### src/rtl/ram_arbiter.sv
// rtl/ram_arbiter.sv - round-robin two-master arbiter with burst cap for a single-port RAM
module ram_arbiter #(
    parameter int AW        = 16,
    parameter int DW        = 8,
    parameter int MAX_BURST = 4
) (
    input  logic          clk_i,
    input  logic          rst_i,
    input  logic          m0_req_i,
    input  logic          m0_we_i,
    input  logic [AW-1:0] m0_addr_i,
    input  logic [DW-1:0] m0_data_i,
    output logic          m0_gnt_o,
    output logic          m0_rvalid_o,
    output logic [DW-1:0] m0_rdata_o,
    input  logic          m1_req_i,
    input  logic          m1_we_i,
    input  logic [AW-1:0] m1_addr_i,
    input  logic [DW-1:0] m1_data_i,
    output logic          m1_gnt_o,
    output logic          m1_rvalid_o,
    output logic [DW-1:0] m1_rdata_o,
    output logic [AW-1:0] ram_addr_o,
    output logic [DW-1:0] ram_data_o,
    output logic          ram_we_o,
    input  logic [DW-1:0] ram_data_i
);

    localparam int CW = $clog2(MAX_BURST) + 1;
    localparam logic [CW-1:0] CAP = CW'(MAX_BURST - 1);

    typedef enum logic [1:0] {IDLE, OWN0, OWN1} state_t;

    state_t        state_q, state_d;
    logic          last_owner_q, last_owner_d;
    logic [CW-1:0] burst_cnt_q, burst_cnt_d;
    logic [1:0]    rvalid_q, rvalid_d;

    logic   cur_owner;
    logic   own_req;
    logic   oth_req;
    state_t oth_state;

    assign cur_owner = (state_q == OWN1);
    assign own_req   = cur_owner ? m1_req_i : m0_req_i;
    assign oth_req   = cur_owner ? m0_req_i : m1_req_i;
    assign oth_state = cur_owner ? OWN0 : OWN1;

    // Next owner: tie from idle goes to whoever did not own last; an owner
    // keeps the RAM until it stops requesting or hits the burst cap while the
    // other master is waiting.
    always_comb begin
        state_d      = state_q;
        last_owner_d = last_owner_q;
        burst_cnt_d  = burst_cnt_q;
        case (state_q)
            IDLE: begin
                burst_cnt_d = '0;
                if (m0_req_i && m1_req_i) begin
                    state_d = last_owner_q ? OWN0 : OWN1;
                end else if (m0_req_i) begin
                    state_d = OWN0;
                end else if (m1_req_i) begin
                    state_d = OWN1;
                end
            end
            OWN0, OWN1: begin
                if (own_req) begin
                    if (burst_cnt_q < CAP) begin
                        burst_cnt_d = burst_cnt_q + CW'(1);
                    end else begin
                        burst_cnt_d = '0;
                        if (oth_req) begin
                            state_d      = oth_state;
                            last_owner_d = cur_owner;
                        end
                    end
                end else begin
                    burst_cnt_d  = '0;
                    last_owner_d = cur_owner;
                    state_d      = oth_req ? oth_state : IDLE;
                end
            end
            default: begin
                state_d     = IDLE;
                burst_cnt_d = '0;
            end
        endcase
    end

    // RAM port is driven by the current owner; idle parks everything at zero.
    always_comb begin
        ram_addr_o = '0;
        ram_data_o = '0;
        case (state_q)
            OWN0: begin
                ram_addr_o = m0_addr_i;
                ram_data_o = m0_data_i;
            end
            OWN1: begin
                ram_addr_o = m1_addr_i;
                ram_data_o = m1_data_i;
            end
            default: begin
                ram_addr_o = '0;
                ram_data_o = '0;
            end
        endcase
    end

    assign m0_gnt_o = (state_q == OWN0) && m0_req_i;
    assign m1_gnt_o = (state_q == OWN1) && m1_req_i;
    assign ram_we_o = (m0_gnt_o && m0_we_i) || (m1_gnt_o && m1_we_i);

    assign rvalid_d    = {m1_gnt_o && !m1_we_i, m0_gnt_o && !m0_we_i};
    assign m0_rvalid_o = rvalid_q[0];
    assign m1_rvalid_o = rvalid_q[1];
    assign m0_rdata_o  = ram_data_i;
    assign m1_rdata_o  = ram_data_i;

    // State, ownership history, burst counter and read-return flags.
    always_ff @(posedge clk_i) begin
        if (!rst_i) begin
            state_q      <= IDLE;
            last_owner_q <= 1'b1;
            burst_cnt_q  <= '0;
            rvalid_q     <= '0;
        end else begin
            state_q      <= state_d;
            last_owner_q <= last_owner_d;
            burst_cnt_q  <= burst_cnt_d;
            rvalid_q     <= rvalid_d;
        end
    end

endmodule

### config.mk
export PLATFORM = sky130hd
export DESIGN_NAME = ram_arbiter
export DESIGN_NICKNAME = d
export VERILOG_FILES = /design/src/rtl/ram_arbiter.sv
export SDC_FILE = /design/constraint.sdc
export NUM_CORES = 1
export LEC_CHECK = 0
export BUFFER_PORTS_ARGS = -buffer_cell sky130_fd_sc_hd__buf_2
export CORE_MARGIN = 10
export CORE_UTILIZATION = 36
export CTS_BUF_LIST = sky130_fd_sc_hd__clkbuf_2 sky130_fd_sc_hd__clkbuf_4 sky130_fd_sc_hd__clkbuf_8
export CTS_CLUSTER_DIAMETER = 40
export DETAILED_ROUTE_END_ITERATION = 6
export PLACE_DENSITY_LB_ADDON = 0.12
export REMOVE_ABC_BUFFERS = 1
export SLEW_MARGIN = 20
export SYNTH_ARGS = -nofsm -noshare
export SYNTH_HDL_FRONTEND = slang
export SYNTH_SLANG_ARGS = --single-unit
### constraint.sdc
create_clock -name clk_i -period 2.3 [get_ports clk_i]
set_clock_uncertainty 0.15 [all_clocks]
set_input_delay 0.345 -clock clk_i [delete_from_list [all_inputs] [get_ports clk_i]]
set_output_delay 0.345 -clock clk_i [all_outputs]
set_load 0.03 [all_outputs]
### Yosys cells after proc, flatten, opt, wreduce, memory -nomap -nowiden

Cells that the tools add are included.

* bits in registers: 8
* input bits: 62
* output and inout bits: 45
* logic and storage cells: 45

* $add $sub $neg: 1
* order comparisons: 1
* equal/unequal tests: 7
* multiplexer cells: 17
* reductions and logical operators: 15

Operator list (number)
* 16-bit one-hot mux with 2 select lines: 1
* 2-bit 2-to-1 mux: 9
* 8-bit one-hot mux with 2 select lines: 1
* 1-bit logical AND: 7
* 3-bit inequality test, second input constant: 2
* 3-bit AND reduction: 2
* 1-bit 2-to-1 mux: 5
* 4-bit inequality test, second input constant: 1
* 2-bit one-hot mux with 2 select lines: 1
* 4-bit AND reduction: 1
* 3-bit by 1-bit adder with 3-bit output, second input constant: 1
* 3-bit by 2-bit less-than comparator with 1-bit output, second input constant: 1
* 2-bit by 1-bit == test with 1-bit output, second input constant: 1
* 2-bit == test, second input constant: 1
* 1-bit zero test: 2
* 2-bit zero test: 1
* 2-bit by 1-bit inequality test with 1-bit output, second input constant: 1
* 2-bit inequality test, second input constant: 1
* 2-bit OR reduction: 1
* 1-bit logical OR: 1

### Longest topological paths before layout

Gate-level depths: netlist of the first run.

* depth in word-level cells: 6
* gate-level depth with buffers: 7
* depth with buffers taken out: 6

### Least setup slack after synthesis of the first run

OpenSTA, ideal clock, no wires.

* path kind: flip-flop to output port
* start: reg state_q[0]
* end: out ram_addr_o[0]
* arrival: 1.684 ns
* data required time: 1.805 ns
* path slack: 0.121 ns
* cell stages (with the launch flop): 6
* path buffers: 2
* cells stage by stage: dfxtp_1 > inv_1 > ha_1 > clkbuf_1 > clkbuf_1 > nor2b_1

* word-level cells in the longest chain between the ends: 2
* elaborated cells between the ends (all ways): 3
* those cells by class: eq/ne (2); mux (1)

Ends and longest elaborated chain
* from (decl): RTL line 34 `state_t state_q, state_d;`
* from (signal assigned): RTL line 129 `state_q <= state_d;`
* 2-bit == test / 2-bit by 1-bit == test with 1-bit output (equally long branches): RTL line 95 `case (state_q)`
* 16-bit one-hot mux with 2 select lines (*): RTL line 95
* to (decl): RTL line 23 `output logic [AW-1:0] ram_addr_o,`

Every way passes the cells marked *; elsewhere a longest branch is shown, timed or not.

### Final worst setup path of the first run

* start: reg state_q[0]
* end: out ram_addr_o[9]

* word-level cells in the longest chain between the ends: 2
* elaborated cells between the ends (all ways): 3
* those cells by class: eq/ne (2); mux (1)

Ends and longest elaborated chain
* 2-bit == test
* named net cur_owner: RTL line 39 `logic cur_owner;`
* 16-bit one-hot mux with 2 select lines: RTL line 95

The timed path passes the listed nets, and every way through them passes these cells.

==> metrics.md, run 1 <==
| Metric | Value |
|---|---|
| # hold bufs at CTS | 0 |
| Die area | 0.00524 mm² |
| Post-Syn Area per Cell | 7.72 µm² |
| Die height | 72.4 µm |
| R2R Setup Slk | 0.54 ns |
| Pleak | 0.703 nW |
| Initial core utilization | 38.8% |
| GRT Util Overall | 12.8% |
| CTS buffer count | 3 |
| Clock root buffer | clkbuf_4 |
| Synth cell types | 29 |
| Worst Path Arrival | 1.63 ns |
| Critical path class | flop to output port |
| Post-CTS Resized | 0 |
| CTS tree | built |
| Final Core Density | 52.5% |
| Register-to-Register Path Depth | 6 |
| Pin count of the biggest net entering global routing | 18 |
| HP Start | m0_we_i |
| Maxcap violations | 0 |
| Number of core rows | 18 |
| Initial antenna violation count | 0 |
| Synth warn | 0 |
| Fin crit period | 2.13 ns |
| Status | complete, no violations |
| HP Class | input port to flop |
| Maximum root-to-sink buffer count | 2 |
| Worst Max-Slew Pin Slew | 0.287 ns |
| DR pass1 iterations | 4 |
| Peak Freq | 470 MHz |
| Hold Crit Depth | 2 |
| DR vias/cell | 5.04 |
| Final period util | 92.6% |
| Vias | 1123 |
| GP Congestion | 0.733 |
| Final Hold Viols | 0 |
| Hold EP | rvalid_q[0]$_SDFF_PN0_ |
| Average wire per standard cell | 16.2 µm |
| Unrepaired setup endpoints after global routing | no |
| Overall power | 1.30 mW |
| Peak VDD IR | 0.451 mV |
| DRT antenna net count | 0 |
| Pwr dens | 972 mW/mm² |
| WP data required | 1.80 ns |
| CTS clk-pin slew, worst paths | 0.06 ns |
| Cell Area, Placed | 0.00131 mm² |
| Most frequent cells in the layout | buf_2 (82), nor2b_1 (25), a22oi_1 (24) |
| Worst Setup End Kind | output port |
| CP Max Fanout | 12 |
| Leading cell type in the layout, fill and taps excluded | buf_2 |
| Initial DRC count | 45 |
| Layout cells sized above 1 | 50.3% |
| Die Wd | 72.4 µm |
| Grt ovf | 0 |
| Fin. max-slew vios | 0 |
| Max-slew headroom | 80.8% |
| Synth Register Bits | 8 |
| DR DRC count | 0 |
| Vias in the first global route | 1158 |
| Reg2Reg Launch Point | state_q[0]$_SDFFE_PN0P_ |
| Seq/Total Area, Yosys | 16.2% |
| Startpoint Class | flop |
| Setup Fix Bufs, Post-CTS | 0 |
| Core area | 0.00254 mm² |
| Clock net sink count | 8 |
| Clk_lat worst skew | 0.26 ns |
| Final HPWL DP | 3080 µm |
| Setup TNS | 0 ns |
| Top-Level Pins | 107 |
| Cell Area, Synth | 988 µm² |
| Total wire length | 3620 µm |
| Reg2reg end | state_q[0]$_SDFFE_PN0P_ |
| Post-route cell area | 0.00134 mm² |
| Nets@finish | 263 |
| First-pass GRT wire length | 5630 µm |
| H-tree depth | 1 |
| Ant. Diodes | 0 |
| # setup viols final | 0 |
| IO buf count | 82 |
| Cells after Synth | 128 |
| Area Overhead vs Synth | 35.1% |
-- cells by family (layout without fill, tap and decap cells) --
logic type | Yosys count | count (layout) | share of synthesized area (%)
and+or+nand+nor | 42 | 42 | 25.2
AOI/OAI and AO/OA | 37 | 37 | 28.6
adders and majority gates | 6 | 6 | 7.59
DFF | 8 | 8 | 16.2
muxes | 3 | 3 | 3.04
buffers and inverters | 32 | 97 | 19.4
-- critical path, stage by stage, from the launching register on --
cell and delay (ns):
dfxtp_1 0.38, inv_1 0.10, ha_1 0.27, buf_4 0.20, a22oi_1 0.19, nor2b_1 0.07
buf_2 0.18
-- cell type report --
cell class,count,area (µm²)
fill,264,1210
multi-input combinational,88,637
timing repair buffer,88,455
sequential,8,160
tap,30,37.5
clock buffer,3,22.5
inverter,6,22.5
-- flip-flops by register name, indices dropped and copies added, names as in the netlist --
signal / flops
rvalid_q: 2
last_owner_q: 1
burst_cnt_q: 3
state_q: 2
-- stage by stage --
stage	setup WS [ns]	hold slack, ns	cells
after CTS	0.148	0.220	223
after detailed placement	0.426	0.298	220
final	0.170	0.219	223
after global placement	0.505	0.278	220
after global routing	0.0259	0.243	223
after floorplan	0.159	0.268	102
-- where the power goes --
part,switching (mW),internal [mW]
sequential,0.0247,0.168
clock,0.0496,0.0598
combinational,0.578,0.418
total,0.652,0.646
-- worst max path at each step --
stage                                        from             to  slack (ns)
after floorplan           state_q[1]$_SDFFE_PN0P_       ram_we_o        0.16
after global placement    state_q[0]$_SDFFE_PN0P_  ram_addr_o[0]        0.51
after detailed placement  state_q[0]$_SDFFE_PN0P_  ram_addr_o[9]        0.43
after CTS                 state_q[0]$_SDFFE_PN0P_  ram_addr_o[9]        0.15
after global routing      state_q[1]$_SDFFE_PN0P_  ram_data_o[7]        0.03
final                     state_q[0]$_SDFFE_PN0P_  ram_addr_o[9]        0.17
-- per-layer routing --
layer  up-vias  global-route usage (%)  part of all wire, %
li1        564                       -                    -
met1       493                    12.4                   33
met2        66                    23.0                   53
met3         0                    8.30                   14
met4         0                    1.27                    0
met5         -                       0                    0
-- Yosys cell counts (all sizes together) --
cell / instances / area [µm²]
nor2b: 25 / 156
a22oi: 24 / 180
buf: 19 / 143
dfxtp: 8 / 160
clkbuf: 7 / 26.3
nor2: 7 / 28.8
ha: 6 / 75.1
inv: 6 / 22.5
o21ai: 4 / 23.8
mux2i: 3 / 30.0
nand2: 3 / 11.3
a21oi: 2 / 10.0
and2: 2 / 12.5
and3b: 2 / 18.8
a21boi: 1 / 7.51
a22o: 1 / 10.0
a2bb2oi: 1 / 15.0
a31oi: 1 / 6.26
and2b: 1 / 8.76
and3: 1 / 6.26
nand2b: 1 / 6.26
o2111a: 1 / 11.3
o2111ai: 1 / 8.76
o211a: 1 / 10.0
No activity file was read; power rests on OpenSTA's default activity.
==> run 2, diff against run 1 <==
Settings changed: CORE_UTILIZATION 36 to 35, CTS_BUF_LIST sky130_fd_sc_hd__clkbuf_2 sky130_fd_sc_hd__clkbuf_4 sky130_fd_sc_hd__clkbuf_8 to sky130_fd_sc_hd__clkbuf_16.
==> run 2 against run 1 <==
  * Register-to-register slack lost 0.14 ns
  * Cell area grew 2.7%
  * Die area grew 2.1%
  * Clock power grew to 2.7 times the previous value
  * Global-route usage shrank 0.50 points
  * Via count grew 0.62%
  * Sequential power is essentially flat
  * Critical endpoint is now ram_addr_o[1]
  * Core utilization shrank 2.3 points
  * Sequential cell count is the same
  * Sequential share of layout area shrank 0.32 points
  * Critical path depth is the same
  * Wire length is essentially flat
==> metrics.md, run 2 (synthesis gave the netlist of run 1 again) <==
| Metric | Value |
|---|---|
| Status | complete, no violations |
| Final WS setup | 0.150 ns |
| # setup viols final | 0 |
| Area Overhead vs Synth | 38.7% |
| P_sw | 671 µW |
| Worst Path Arrival | 1.65 ns |
| DR pass1 iterations | 4 |
| Peak Freq | 465 MHz |
| Grt ovf | 0 |
| Max FFs per register | 3 |
| Initial antenna violation count | 0 |
| Setup TNS | 0 ns |
| Worst Max-Slew Pin Slew | 0.335 ns |
| CTS clk-pin slew, worst paths | 0.04 ns |
| DR DRC count | 0 |
| Die Wd | 73.1 µm |
| Vias in the first global route | 1064 |
| Peak VDD IR | 0.846 mV |
| Setup WS pre-CTS | 0.225 ns |
| Critical path class | flop to output port |
| Logic pwr share | 66.6% |
| Clock root buffer | clkbuf_16 |
| DRT antenna net count | 0 |
| Most frequent cells in the layout | buf_2 (82), nor2b_1 (25), a22oi_1 (24) |
| Switching Share | 45.7% |
| Hold_ws | 0.252 ns |
| Crit-path max cell delay | 0.35 ns |
| Fin. max-slew vios | 0 |
| GRT Util Overall | 12.3% |
| Final Core Density | 50.2% |
| Worst-path cell chain | inv_1 -> ha_2 -> buf_4 -> a22oi_1 -> nor2b_1 -> buf_2 |
| Pin count of the biggest net entering global routing | 27 |
| Die height | 73.1 µm |
| Hold Crit Depth | 2 |
| Max-slew headroom | 77.7% |
| Cells after DPL | 218 |
| Pleak | 0.708 nW |
| Unrepaired setup endpoints after global routing | no |
| Int Pwr | 795 µW |
| Average wire per standard cell | 16.3 µm |
| DR vias/cell | 5.11 |
| Maxcap violations | 0 |
| Number of core rows | 19 |
| Ant. Diodes | 0 |
| Final period util | 93.5% |
| First-pass GRT wire length | 5310 µm |
| CTS tree | built |
| Die area | 0.00535 mm² |
| Worst Setup End Kind | output port |
| Post-route cell area | 0.00137 mm² |
| Leading cell type in the layout, fill and taps excluded | buf_2 |
| # hold bufs at CTS | 0 |
| Clock power share | 20.3% |
| Seq pwr share | 13.1% |
| Startpoint Class | flop |
| Largest registers | burst_cnt_q: 3 flops, rvalid_q: 2 flops, state_q: 2 flops |
| Crit-path slowest cell | ha_2 |
| WP buf/inv | 3 |
| Initial DRC count | 30 |
| Top reg by flops | burst_cnt_q |
| IO buf count | 82 |
| Cell Area, Placed | 0.00129 mm² |
| Overall power | 1.47 mW |
| CP Max Fanout | 14 |
| Final HPWL DP | 2970 µm |
| GP Congestion | 0.763 |
| Fin crit period | 2.15 ns |
| Maximum root-to-sink buffer count | 2 |
| Total wire length | 3610 µm |
| Initial core utilization | 36.2% |
| Top-Level Pins | 107 |
| WP depth | 6 |
| Vias | 1130 |
| Layout cells sized above 1 | 50.5% |
| Core area | 0.00273 mm² |
| HP Class | input port to flop |
| Nets@finish | 260 |
| Clock net sink count | 8 |
| Pwr dens | 1070 mW/mm² |
| WP data required | 1.80 ns |
| CTS buffer count | 3 |
| Register-to-Register Path Depth | 7 |
| Final Non-Filler Cells | 221 |
| Worst path top cell family by delay | buffers and inverters |
| Clk_lat worst skew | 0.24 ns |
| Final Hold Viols | 0 |
| H-tree depth | 1 |
[run 2: final cells by class]
class	count	area, µm²
clock buffer	3	75.1
fill	275	1360
inverter	6	22.5
multi-input combinational	88	642
sequential	8	160
tap	31	38.8
timing repair buffer	85	433
[run 2: final timing paths]
kind / from / to / slack, ns
max: state_q[1]$_SDFFE_PN0P_ / ram_addr_o[1] / 0.15
min: m0_we_i / rvalid_q[0]$_SDFF_PN0_ / 0.25
max reg2reg: state_q[0]$_SDFFE_PN0P_ / state_q[1]$_SDFFE_PN0P_ / 0.40
min reg2reg: burst_cnt_q[0]$_SDFF_PN0_ / burst_cnt_q[0]$_SDFF_PN0_ / 0.29
[run 2: power by group through the flow]
| stage | registers (mW) | logic (mW) | clock network [mW] |
|---|---|---|---|
| 2_1_floorplan | 0.193 | 0.688 | 0 |
| 3_5_place_dp | 0.195 | 0.972 | 0 |
| 5_1_grt | 0.198 | 1.07 | 0.306 |
| 4_1_cts | 0.193 | 0.983 | 0.301 |
| 6_report | 0.192 | 0.976 | 0.298 |
| 3_3_place_gp | 0.192 | 0.954 | 0 |
[run 2: worst reg2reg max path, cell delays in order, from the launching register on]
cell,delay [ns]
dfxtp_1,0.38
inv_1,0.10
ha_1,0.20
buf_4,0.22
mux2i_1,0.15
nor2_1,0.21
a2bb2oi_2,0.21
mux2i_1,0.20
[run 2: repair_timing]
item                                    CTS  global route
buffers inserted                          0             0
endpoints found under the setup margin   15             0
gates resized for setup                   2             0
[run 2: metal layers]
layer	track usage, %	routed length [µm]	vias up
met5	0	0	-
met4	4.43	47	0
met3	8.44	553	4
met2	20.8	1750	72
met1	11.4	1260	500
li1	-	-	554
